**src/rtl/gate_check_pkg.sv**
```systemverilog
// Shared types and helpers for the gate-network checkers.
package gate_check_pkg;

  // Widest table the helpers accept (N_IN up to 8).
  localparam int unsigned MAX_TBL_W = 256;

  typedef enum logic [1:0] {
    IDLE,
    DRIVE,
    SAMPLE,
    DONE
  } sweep_state_t;

  // Index of the lowest set bit; 0 when no bit is set.
  function automatic int unsigned lowest_set(input logic [MAX_TBL_W-1:0] v);
    int unsigned r;
    r = 0;
    for (int i = int'(MAX_TBL_W) - 1; i >= 0; i--) begin
      if (v[i]) r = unsigned'(i);
    end
    return r;
  endfunction

  function automatic int unsigned popcount(input logic [MAX_TBL_W-1:0] v);
    int unsigned c;
    c = 0;
    for (int i = 0; i < int'(MAX_TBL_W); i++) begin
      c += {31'd0, v[i]};
    end
    return c;
  endfunction

endpackage

```
**src/rtl/settle_timer.sv**
```systemverilog
// Loadable down-counter: load sets SETTLE-1, en counts down, zero_c flags expiry.
module settle_timer #(
  parameter int unsigned SETTLE = 2
) (
  input  logic clk,
  input  logic rst,
  input  logic load,
  input  logic en,
  output logic zero_c
);

  localparam int unsigned CW = (SETTLE > 1) ? $clog2(SETTLE) : 1;

  logic [CW-1:0] cnt;

  always_ff @(posedge clk or posedge rst) begin
    if (rst) begin
      cnt <= '0;
    end else if (load) begin
      cnt <= CW'(SETTLE - 1);
    end else if (en && !zero_c) begin
      cnt <= cnt - CW'(1);
    end
  end

  assign zero_c = (cnt == '0);

endmodule

```
**src/rtl/truth_table_sweeper.sv**
```systemverilog
// Drives every input vector of a small gate network in order, captures its
// output per vector and compares the resulting truth table against a golden one.
module truth_table_sweeper
  import gate_check_pkg::*;
#(
  parameter int unsigned N_IN   = 3,
  parameter int unsigned SETTLE = 2
) (
  input  logic                   clk,
  input  logic                   rst,
  input  logic                   start,
  input  logic [(2**N_IN)-1:0]   expected,
  output logic [N_IN-1:0]        dut_in,
  input  logic                   dut_out,
  output logic                   busy,
  output logic                   done,
  output logic [(2**N_IN)-1:0]   truth_table,
  output logic                   match,
  output logic [N_IN:0]          mismatch_cnt,
  output logic [N_IN-1:0]        fail_idx
);

  localparam int unsigned TBL_W = 2 ** N_IN;
  localparam int unsigned IW    = N_IN + 1;

  sweep_state_t state, state_next;

  logic [IW-1:0]    idx;
  logic [TBL_W-1:0] exp_q;
  logic [TBL_W-1:0] final_tbl;
  logic [TBL_W-1:0] diff;
  logic             accept;
  logic             timer_load;
  logic             timer_en;
  logic             capture;
  logic             last_c;
  logic             zero_c;

  settle_timer #(
    .SETTLE (SETTLE)
  ) u_timer (
    .clk    (clk),
    .rst    (rst),
    .load   (timer_load),
    .en     (timer_en),
    .zero_c (zero_c)
  );

  assign last_c = (idx == IW'(TBL_W - 1));

  // Table as it will look after the current capture, so results include the last bit.
  always_comb begin
    final_tbl = truth_table;
    final_tbl[idx[N_IN-1:0]] = dut_out;
    diff = final_tbl ^ exp_q;
  end

  always_ff @(posedge clk or posedge rst) begin
    if (rst) state <= IDLE;
    else     state <= state_next;
  end

  always_comb begin
    state_next = state;
    accept     = 1'b0;
    timer_load = 1'b0;
    timer_en   = 1'b0;
    capture    = 1'b0;
    unique case (state)
      IDLE: begin
        if (start) begin
          accept     = 1'b1;
          timer_load = 1'b1;
          state_next = DRIVE;
        end
      end
      DRIVE: begin
        timer_en = 1'b1;
        if (zero_c) state_next = SAMPLE;
      end
      SAMPLE: begin
        capture = 1'b1;
        if (last_c) begin
          state_next = DONE;
        end else begin
          timer_load = 1'b1;
          state_next = DRIVE;
        end
      end
      DONE: begin
        state_next = IDLE;
      end
      default: state_next = IDLE;
    endcase
  end

  // Datapath and registered outputs.
  always_ff @(posedge clk or posedge rst) begin
    if (rst) begin
      idx          <= '0;
      exp_q        <= '0;
      dut_in       <= '0;
      busy         <= 1'b0;
      done         <= 1'b0;
      truth_table  <= '0;
      match        <= 1'b0;
      mismatch_cnt <= '0;
      fail_idx     <= '0;
    end else begin
      done <= 1'b0;
      if (accept) begin
        exp_q        <= expected;
        truth_table  <= '0;
        idx          <= '0;
        dut_in       <= '0;
        busy         <= 1'b1;
        match        <= 1'b0;
        mismatch_cnt <= '0;
        fail_idx     <= '0;
      end
      if (capture) begin
        truth_table <= final_tbl;
        if (last_c) begin
          done         <= 1'b1;
          match        <= (diff == '0);
          mismatch_cnt <= IW'(popcount(MAX_TBL_W'(diff)));
          fail_idx     <= N_IN'(lowest_set(MAX_TBL_W'(diff)));
        end else begin
          idx    <= idx + IW'(1);
          dut_in <= N_IN'(idx + IW'(1));
        end
      end
      if (state == DONE) begin
        busy   <= 1'b0;
        dut_in <= '0;
      end
    end
  end

endmodule
```
**config.mk**
```make
export PLATFORM = sky130hd
export DESIGN_NAME = truth_table_sweeper
export DESIGN_NICKNAME = d
export VERILOG_FILES = /design/src/rtl/gate_check_pkg.sv /design/src/rtl/settle_timer.sv /design/src/rtl/truth_table_sweeper.sv
export SDC_FILE = /design/constraint.sdc
export NUM_CORES = 1
export LEC_CHECK = 0
export CAP_MARGIN = 20
export CORE_MARGIN = 4
export CORE_UTILIZATION = 53
export DETAILED_ROUTE_END_ITERATION = 12
export PLACE_DENSITY = 0.78
export SLEW_MARGIN = 20
export SYNTH_ARGS = -nofsm -noshare
export SYNTH_HDL_FRONTEND = slang
export SYNTH_SLANG_ARGS = --single-unit
```
**constraint.sdc**
```tcl
create_clock -name clk -period 4.3 [get_ports clk]
set_clock_uncertainty 0.2 [all_clocks]
set_input_delay 0.86 -clock clk [delete_from_list [all_inputs] [get_ports clk]]
set_output_delay 0.86 -clock clk [all_outputs]
set_load 0.02 [all_outputs]
```
==> results.toml <==
[timing]
rsz0062_at_grt = "false"
slew_viol_final = 0
whs_ns = 0.281
fin_crit_sh = 0.929
fin_crit_ns = 4.00
fmax_mhz = 250
slew_headroom = 0.566
finalSetupViolCount = 0
report.final.hold_viol_count = 0
tightest_slew_ns = 0.650

[pwr]
power_frac_comb = 0.577
power.net_switching_w = 0.000775
p_per_area_nw_per_um2 = 719
finalPower_w = 0.00178
p_int_w = 0.00101
leakagePower_nw = 1.26
p_sw_frac = 0.434
clkPwrFrac = 0.139
power_frac_seq = 0.285
peakVddDrop_uv = 504

[setup_path]
path_class = "register to register"
slowest_stage = "fa_1"
cp.arrival_ns = 4.00
crit_family = "adder cells"
path_max_fanout = 7
cp_data_required_time_ns = 4.30
crit_path_end_kind = "register"
ff2ff_path_depth = 11
path_common_cell = "fa_1"
cp_num_cells = 11
r2r_slack_ns = 0.30
crit_path_max_incr_delay_ns = 0.55
startpoint_type = "register"
crit_chain = "nor3_2, mux2i_1, xor2_1, fa_1, fa_1, fa_1, inv_1, ha_1, inv_1, fa_1, o21ai_0"
cp_num_buf_inv = 2

[clocking]
cts_root_buf = "clkbuf_8"
holdBufCountCts = 0
clockBufferDepth = 2
cts_tree = "yes"
worstSkewPairLatency_ns = 0.29
cts_max_level = 2
cts_buffers = 5
clkTransAtPathRegs_ns = 0.07
cts_sinks = 36

[detailed_routing]
routed_wl_mm = 4.12
detail_route.wl_per_cell_um = 14.0
drc = 0
via_per_inst = 5.22
dr.first_iter.drc_count = 40
vias = 1541
ant_nets = 0
drt_first_pass_iters = 4

[global_routing]
grt_antenna_before_repair = 0
grt.total_usage = 0.189
grt_max_degree = 37
grt_pass1_wl_mm = 7.31
met2_usage = 0.276
grt.busiest_layer = "met2"
overflow = 0
first_global_vias = 1545
use_met1 = 0.273
grt.met3_usage = 0.0422

[placement]
placed_cell_area_um2 = 2370
dp.cells = 286
finalWeightedCongestion = 0.867
io_buffers = 32
dp_hpwl_mm = 2.98

[logic_synthesis]
ys_warn_count = 0
netlist_area_um2 = 1980
ys_seq_area_frac = 0.455
synth_top_area_share = 0.455
syn_inst = 208
yosysTopAreaCell = "dfrtp_1"
synthesis.nets = 229
synth_flop_cell = "dfrtp_1"
synth_common_cells = "55 x nand2_1, 36 x dfrtp_1, 16 x o21ai_0"
netlist_top_cells_area = "dfrtp_1 46%, nand2_1 10%, fa_1 4.0%"
synth_cell_types = 36
postSynth.asyncResetShare = 1.00
syn_avg_cell_area_um2 = 9.52
synthMostInstantiatedCell = "nand2_1"
synth_edf_count = 0
yosys_register_bits = 36

[layout]
multi_input_area_um2 = 992
post-route-util = 0.716
register_area_um2 = 905
stdcell_count = 295
area_delta_synth_final_pct = 25.4
layout-drive-gt1-share = 0.112
nFillCells = 277
fin_nets = 269
diodes = 0
final_area_um2 = 2480

[job]
maxCapViolCount = 0

[die]
io_pins = 33
row_count = 21
die-area_um2 = 4780
start_util = 0.571
die_w_um = 69.1
fp.coreArea_um2 = 3470
die_h_um = 69.1

[run_status]
status = "finished, final reports clean"

[min_path]
whs_path_depth = 2
worstHoldPathType = "register to register"
==> state kept, by name, summed over array words and instances (netlist names) <==
signal,count
dut_in,3
match,1
truth_table,8
done,1
exp_q,8
fail_idx,3
u_timer.cnt,1
busy,1
idx,4
mismatch_cnt,4
state,2
==> worst register-to-register path, delay by kind of cell (launching register included) <==
| family | cells | cell delay [ns] |
|---|---|---|
| flops | 1 | 0.47 |
| simple gates | 1 | 0.28 |
| fa+ha+maj | 5 | 2.13 |
| compound gates | 1 | 0.17 |
| xor+xnor | 1 | 0.27 |
| mux | 1 | 0.28 |
| buf+inv | 2 | 0.11 |
==> metrics by stage <==
stage               TNS, ns  setup WS, ns
global route              0        0.0143
finish                    0         0.303
global placement     -0.312        -0.161
detailed placement   -0.579        -0.296
floorplan                 0         0.165
CTS                       0       0.00504
==> cells in the final DEF (no fill, tap or decap), types with 5 or more instances in the layout <==
| cell type | instances |
|---|---|
| nand3_1 | 7 |
| a22o_1 | 6 |
| o21ai_0 | 16 |
| ha_1 | 5 |
| xor2_1 | 6 |
| inv_1 | 11 |
| clkdlybuf4s50_1 | 31 |
| clkbuf_8 | 6 |
| mux2i_1 | 8 |
| buf_4 | 9 |
| a21oi_1 | 5 |
| nor2_1 | 8 |
| dfrtp_1 | 33 |
| nand2_1 | 55 |
==> power groups by stage <==
stage	combinational (W)	clock [W]	sequential (W)
3_5_place_dp	0.00103	0	0.000512
5_1_grt	0.00121	0.000268	0.000522
6_report	0.00103	0.000247	0.000508
2_1_floorplan	0.000764	0	0.000506
3_3_place_gp	0.000993	0	0.000511
4_1_cts	0.00104	0.000252	0.000507
==> per-layer routing <==
| metal | routed length (um) | share of wire | up-vias |
|---|---|---|---|
| met5 | 0 | 0 | - |
| met4 | 69 | 0.017 | 0 |
| met3 | 157 | 0.038 | 9 |
| met2 | 1850 | 0.45 | 31 |
| met1 | 2050 | 0.50 | 731 |
| li1 | - | - | 770 |
==> final timing paths <==
kind                       startpoint               to
max reg2reg                    idx[0]  mismatch_cnt[1]
min in group asynchronous         rst  mismatch_cnt[2]
max                            idx[0]  mismatch_cnt[1]
min reg2reg                     match            match
max in group asynchronous         rst           idx[1]
min                             match            match
==> area by class of cell <==
class | instances | share of cell area
multi-input combinational | 152 | 0.400
timing repair buffer | 41 | 0.157
sequential | 36 | 0.364
clock buffer | 6 | 0.0333
inverter | 12 | 0.0181
clock inverter | 2 | 0.00403
tap | 46 | 0.0232
==> cells by family after synthesis <==
kind of cell,Yosys count,synth area share
simple gates,87,0.219
mux,8,0.0405
buf+inv,20,0.0468
flops,36,0.455
fa+ha+maj,9,0.0721
compound gates,38,0.122
xor+xnor,10,0.0442
==> repair_timing <==
item,in CTS,in global routing
setup endpoints to repair,0,2
setup buffers,0,1
gates resized for setup,0,5
Note: power is estimated with default switching activity, not from simulation.
